<file path="src/rtl/spatz_perf_sampler_pkg.sv">
// Shared types and constants for the perf counter sampler.
package spatz_perf_sampler_pkg;

  localparam int unsigned CounterWidth  = 48;
  localparam int unsigned CounterStride = 8;

  typedef enum logic [1:0] {
    Idle,
    Read,
    Clear,
    Done
  } state_e;

  // Default register bus request/response types (32-bit address, 64-bit data).
  typedef struct packed {
    logic [31:0] addr;
    logic        write;
    logic [63:0] wdata;
    logic [7:0]  wstrb;
    logic        valid;
  } perf_reg_req_t;

  typedef struct packed {
    logic [63:0] rdata;
    logic        error;
    logic        ready;
  } perf_reg_rsp_t;

endpackage

</file>
<file path="src/rtl/spatz_perf_sampler_timer.sv">
// Periodic trigger source: down-counter that fires on reaching 1 and reloads from period_i.
module spatz_perf_sampler_timer (
  input  logic        clk_i,
  input  logic        rst_ni,
  input  logic        enable_i,
  input  logic [31:0] period_i,
  output logic        fire_o
);

  logic [31:0] cnt_q, cnt_d;
  logic [31:0] cur;

  // A stored zero means "freshly loaded": the live period_i is the current count.
  always_comb begin
    cur    = (cnt_q == '0) ? period_i : cnt_q;
    cnt_d  = period_i;
    fire_o = 1'b0;
    if (enable_i && (period_i != '0)) begin
      if (cur == 32'd1) begin
        fire_o = 1'b1;
      end else begin
        cnt_d = cur - 32'd1;
      end
    end
  end

  always_ff @(posedge clk_i or negedge rst_ni) begin
    if (!rst_ni) begin
      cnt_q <= '0;
    end else begin
      cnt_q <= cnt_d;
    end
  end

endmodule

</file>
<file path="src/rtl/spatz_perf_sampler.sv">
// Reg bus initiator that reads (and optionally clears) the perf counters and publishes
// a coherent double-buffered snapshot.
module spatz_perf_sampler
  import spatz_perf_sampler_pkg::*;
#(
  parameter int unsigned          NumCounters  = 16,
  parameter int unsigned          AddrWidth    = 32,
  parameter int unsigned          DataWidth    = 64,
  parameter logic [AddrWidth-1:0] PerfBaseAddr = '0,
  parameter type                  reg_req_t    = perf_reg_req_t,
  parameter type                  reg_rsp_t    = perf_reg_rsp_t
) (
  input  logic                                clk_i,
  input  logic                                rst_ni,
  input  logic                                enable_i,
  input  logic [31:0]                         period_i,
  input  logic                                trigger_i,
  input  logic                                clear_on_sample_i,
  input  logic                                clear_status_i,
  output reg_req_t                            reg_req_o,
  input  reg_rsp_t                            reg_rsp_i,
  output logic [NumCounters*CounterWidth-1:0] snapshot_o,
  output logic                                snapshot_valid_o,
  output logic                                busy_o,
  output logic [31:0]                         sample_count_o,
  output logic                                err_o,
  output logic                                overrun_o
);

  localparam int unsigned IdxWidth = (NumCounters > 1) ? $clog2(NumCounters) : 1;
  localparam logic [IdxWidth-1:0] LastIdx = IdxWidth'(NumCounters - 1);

  state_e                                   state_q, state_d;
  logic [IdxWidth-1:0]                      idx_q, idx_d;
  logic                                     clr_mode_q, clr_mode_d;
  logic [NumCounters-1:0][CounterWidth-1:0] shadow_q, shadow_d;
  logic [NumCounters-1:0][CounterWidth-1:0] snap_q, snap_d;
  logic [31:0]                              count_q, count_d;
  logic                                     err_q, err_d;
  logic                                     ovr_q, ovr_d;

  logic                 fire;
  logic                 start;
  logic                 req_active;
  logic                 beat_done;
  logic                 last;
  logic [AddrWidth-1:0] addr;

  spatz_perf_sampler_timer u_timer (
    .clk_i    (clk_i),
    .rst_ni   (rst_ni),
    .enable_i (enable_i),
    .period_i (period_i),
    .fire_o   (fire)
  );

  assign start      = trigger_i | fire;
  assign req_active = (state_q == Read) || (state_q == Clear);
  assign beat_done  = req_active & reg_rsp_i.ready;
  assign last       = (idx_q == LastIdx);
  assign addr       = PerfBaseAddr + AddrWidth'(idx_q) * AddrWidth'(CounterStride);

  generate
    if (DataWidth > CounterWidth) begin : gen_unused_rdata
      logic unused_rdata;
      assign unused_rdata = ^reg_rsp_i.rdata[DataWidth-1:CounterWidth];
    end
  endgenerate

  always_comb begin
    state_d    = state_q;
    idx_d      = idx_q;
    clr_mode_d = clr_mode_q;
    shadow_d   = shadow_q;
    snap_d     = snap_q;
    count_d    = count_q;
    // A new event in the same cycle as clear_status_i must win.
    err_d      = err_q & ~clear_status_i;
    ovr_d      = ovr_q & ~clear_status_i;

    if (start && (state_q != Idle)) begin
      ovr_d = 1'b1;
    end

    unique case (state_q)
      Idle: begin
        if (start) begin
          state_d    = Read;
          idx_d      = '0;
          clr_mode_d = clear_on_sample_i;
        end
      end
      Read: begin
        if (beat_done) begin
          shadow_d[idx_q] = reg_rsp_i.error ? '0 : reg_rsp_i.rdata[CounterWidth-1:0];
          if (reg_rsp_i.error) begin
            err_d = 1'b1;
          end
          if (clr_mode_q) begin
            state_d = Clear;
          end else if (last) begin
            state_d = Done;
          end else begin
            idx_d = idx_q + IdxWidth'(1);
          end
        end
      end
      Clear: begin
        if (beat_done) begin
          if (reg_rsp_i.error) begin
            err_d = 1'b1;
          end
          if (last) begin
            state_d = Done;
          end else begin
            state_d = Read;
            idx_d   = idx_q + IdxWidth'(1);
          end
        end
      end
      Done: begin
        snap_d  = shadow_q;
        count_d = count_q + 32'd1;
        state_d = Idle;
      end
      default: state_d = Idle;
    endcase
  end

  always_comb begin
    reg_req_o = '0;
    if (req_active) begin
      reg_req_o.valid = 1'b1;
      reg_req_o.addr  = addr;
      reg_req_o.write = (state_q == Clear);
      reg_req_o.wdata = '0;
      if (state_q == Clear) begin
        reg_req_o.wstrb = '1;
      end
    end
  end

  // During the commit cycle show the new data so it lines up with the valid pulse.
  assign snapshot_o       = (state_q == Done) ? shadow_q : snap_q;
  assign snapshot_valid_o = (state_q == Done);
  assign busy_o           = (state_q != Idle);
  assign sample_count_o   = count_q;
  assign err_o            = err_q;
  assign overrun_o        = ovr_q;

  always_ff @(posedge clk_i or negedge rst_ni) begin
    if (!rst_ni) begin
      state_q    <= Idle;
      idx_q      <= '0;
      clr_mode_q <= 1'b0;
      shadow_q   <= '0;
      snap_q     <= '0;
      count_q    <= '0;
      err_q      <= 1'b0;
      ovr_q      <= 1'b0;
    end else begin
      state_q    <= state_d;
      idx_q      <= idx_d;
      clr_mode_q <= clr_mode_d;
      shadow_q   <= shadow_d;
      snap_q     <= snap_d;
      count_q    <= count_d;
      err_q      <= err_d;
      ovr_q      <= ovr_d;
    end
  end

endmodule

</file>
<file path="config.mk">
export PLATFORM = sky130hd
export DESIGN_NAME = spatz_perf_sampler
export DESIGN_NICKNAME = d
export VERILOG_FILES = /design/src/rtl/spatz_perf_sampler_pkg.sv /design/src/rtl/spatz_perf_sampler_timer.sv /design/src/rtl/spatz_perf_sampler.sv
export SDC_FILE = /design/constraint.sdc
export NUM_CORES = 2
export LEC_CHECK = 0
export ABC_AREA = 1
export CORE_AREA = 4 4 395 397
export DETAILED_ROUTE_END_ITERATION = 8
export DIE_AREA = 0 0 399 401
export PLACE_DENSITY = 0.77
export SYNTH_ARGS = -nofsm -noshare
export SYNTH_HDL_FRONTEND = slang
export SYNTH_HIERARCHICAL = 1
export SYNTH_SLANG_ARGS = --single-unit
</file>
<file path="constraint.sdc">
create_clock -name clk_i -period 3.3 [get_ports clk_i]
set_input_delay 0.825 -clock clk_i [delete_from_list [all_inputs] [get_ports clk_i]]
set_output_delay 0.825 -clock clk_i [all_outputs]
set_load 0.02 [all_outputs]
</file>
==> reports/results.txt <==
Final HPWL DP -> 141000 microns
Most used DFF post-synth -> dfrtp_1
Slew Limit Fails -> 0
1st-iter DRT viols -> 4350
Average wire per standard cell -> 20.9 microns
Synth Instances -> 6866
Final period utilization -> 1.19
Cell Area, Synth -> 63600 sq um
Synth cell types -> 36
Cell Pwr Density -> 964 nW/um^2
Final Hold Fails -> 0
Commonest cells post-synth -> nand2_1, dfrtp_1, o21ai_0
Pre-CTS setup slack -> 73.6 ps
Static Leak -> 40.5 nW
Synth Warn # -> 6
Reg2reg end -> idx_q[1]$_DFFE_PN0P_
Root Driver -> clkbuf_16
Antenna violations before repair -> 11
Crit-path max cell delay -> 720 ps
Worst Skew -> 24.7 ps
Post-route DRC -> 0
Gr usage total -> 0.255
Port Buffers -> 905
Starting Density -> 0.419
Critical path data arrival time -> 3090 ps
Synth-to-layout area growth -> 27.3%
Ranking of synthesized cells by area -> dfrtp_1, nand2_1, o21ai_0
ANT nets after route -> 0
CTS H-tree depth -> 4
Die width -> 399 microns
Post-synth EDFFs -> 0
Worst-skew pair later-pin latency -> 780 ps
Routed wire length -> 208000 microns
Global-route wire length before repair -> 310000 microns
Syn Area/Cell -> 9.26 sq um
Worst-Margin Slew -> 1090 ps
Clk slew on worst S/H paths -> 60 ps
Setup violators final -> 766
Worst rel slew slack -> 0.270
Critical Path End Type -> output pin
R2R Setup Slk -> 330 ps
Clk buf depth -> 3
Post-layout net count -> 7933
Cell taking the most area after synthesis -> dfrtp_1
Startpoint Class -> register
Core Rows -> 143
RSZ-0062 raised after global routing -> yes
Min Tclk post-route -> 3920 ps
Maximum VDD drop -> 0.989 mV
CTS sink cnt -> 1609
Avg Vias per Cell -> 5.06
Hold path cells -> 2
Routability Congestion -> 0.904
Sequential share of the synthesized area -> 0.633
Die area -> 160000 sq um
Gr ovfl total -> 0
Failing checks -> setup timing
Postcts setup bufs -> 0
WHS Endpoint -> snap_q[688]$_DFF_PN0_
Crit Path Class -> register to output pin
Worst r2r src -> u_timer/cnt_q[4]$_DFF_PN0_
Final Util -> 0.533
Share of cells above drive strength 1 -> 0.0966
Reg2Reg Depth -> 22
Yosys reg bits -> 1609
CTS tree -> done
Min-Delay Startpoint -> snap_q[688]$_DFF_PN0_
Core area -> 152000 sq um
Vias in the first global route -> 50200
Critical path's slowest cell -> clkdlybuf4s50_1
Vias post-DR -> 50500
Critical path, cell by cell -> ha_4 -> inv_16 -> buf_4 -> o21ai_0 -> clkdlybuf4s50_1
Max cap viols -> 0
Post-synth top area share -> 0.633
CP max FO -> 25
Final worst slack -> -620 ps
Most common cell in the netlist -> nand2_1
Largest net degree at the start of global routing -> 162
HP Class -> register to register
Final setup TNS -> -288880 ps
Post-synth ARST share -> 1.00
Worst endpoint required time -> 2470 ps
F_max -> 255 MHz
Outcome -> complete, but fails checks
CTS Buf Count -> 163
Height of the die -> 401 microns
Drt pass-1 iters -> 8
I/O Pins -> 1014
## placed cells by master, fill, tap and decap left out, types with 67 or more instances in the layout
cell | netlist | routed
nand2_1 | 2225 | 2224
dfrtp_1 | 1609 | 1609
o21ai_0 | 1291 | 1209
inv_1 | 771 | 767
clkdlybuf4s50_1 | 0 | 619
buf_4 | 118 | 233
o21ai_1 | 142 | 212
clkbuf_16 | 0 | 171
nor2_1 | 141 | 141
dlygate4sd2_1 | 0 | 109
conb_1 | 1 | 92
buf_12 | 1 | 67
## flip-flops by register name, summed over array words and instances, names as in the netlist
register        cells
u_timer/cnt_q      32
state_q             2
shadow_q          768
overrun_o           1
snap_q            768
sample_count_o     32
idx_q               4
clr_mode_q          1
err_o               1
## worst max path at each step
stage	startpoint	slack, ps	end
floorplan	state_q[1]$_DFFE_PN0P_	350	snapshot_o[112]
global placement	state_q[0]$_DFFE_PN0P_	60	snapshot_o[185]
detailed placement	state_q[0]$_DFFE_PN0P_	70	snapshot_o[382]
CTS	state_q[1]$_DFFE_PN0P_	-620	snapshot_o[462]
global route	state_q[0]$_DFFE_PN0P_	-690	snapshot_o[649]
finish	state_q[0]$_DFFE_PN0P_	-620	snapshot_o[201]
## routing by layer
| layer | GRT usage | up-vias | share of wire |
|---|---|---|---|
| met5 | 0 | - | 0 |
| met4 | 0.163 | 0 | 0.072 |
| met3 | 0.0420 | 574 | 0.062 |
| met2 | 0.422 | 2033 | 0.49 |
| met1 | 0.311 | 24900 | 0.38 |
| li1 | - | 23100 | - |
## report_power, final
group | total [mW] | internal (mW) | leakage (nW) | switching [mW]
Clock | 18.5 | 10.6 | 2.66 | 7.84
Combinational | 32.5 | 11.9 | 19.6 | 20.5
Sequential | 27.0 | 25.4 | 18.2 | 1.66
Total | 78.0 | 48.0 | 40.5 | 30.0
## through the flow
| stage | cells | area [sq um] | hold slack [ps] | power [mW] |
|---|---|---|---|---|
| 3_5_place_dp | 9677 | 75700 | 455 | 60.4 |
| 5_1_grt | 9989 | 81000 | 482 | 81.5 |
| 4_1_cts | 9979 | 81200 | 469 | 78.7 |
| 3_3_place_gp | 9677 | 75700 | 452 | 59.7 |
| 2_1_floorplan | 6957 | 63900 | 453 | 42.6 |
| 6_report | 9991 | 81000 | 469 | 78.0 |
## cell type report
class                   instances  area (sq um)
inverters                     775          2930
multi-input cells            4073         17900
well taps                    2030          2540
diodes                         10          25.0
fillers                     12900         70900
clock buffers                 234          4800
clock inverters                65           591
repair buffers               1195         11900
flip-flops and latches       1609         40300
## cells by family (layout without fill, tap and decap cells)
| family | after synthesis | after routing | synth area share |
|---|---|---|---|
| AND/OR/NAND/NOR | 2474 | 2474 | 0.152 |
| flip-flops | 1609 | 1609 | 0.633 |
| AO/OA/AOI/OAI | 1464 | 1464 | 0.116 |
| buffers and inverters | 1275 | 2269 | 0.0921 |
| XOR/XNOR | 30 | 30 | 0.00413 |
| adder cells (fa/ha/maj) | 12 | 12 | 0.00236 |
| other | 1 | 102 | 0.0000590 |
| multiplexers | 1 | 1 | 0.000177 |
## critical path, delay by kind of cell (launching register included)
family / cells / cell delay (ps)
AOI/OAI and AO/OA: 1 / 510
buffers and inverters: 3 / 1100
adders and majority gates: 1 / 240
DFF: 1 / 390
## timing repair
item / 4_1_cts / 5_1_grt
hold buffers: 1 / 0
gates resized for setup: 411 / 294
hold endpoints to repair: 3 / 0
endpoints found under the setup margin: 783 / 785
cloned: 2 / 2
(Power assumes the default switching activity.)
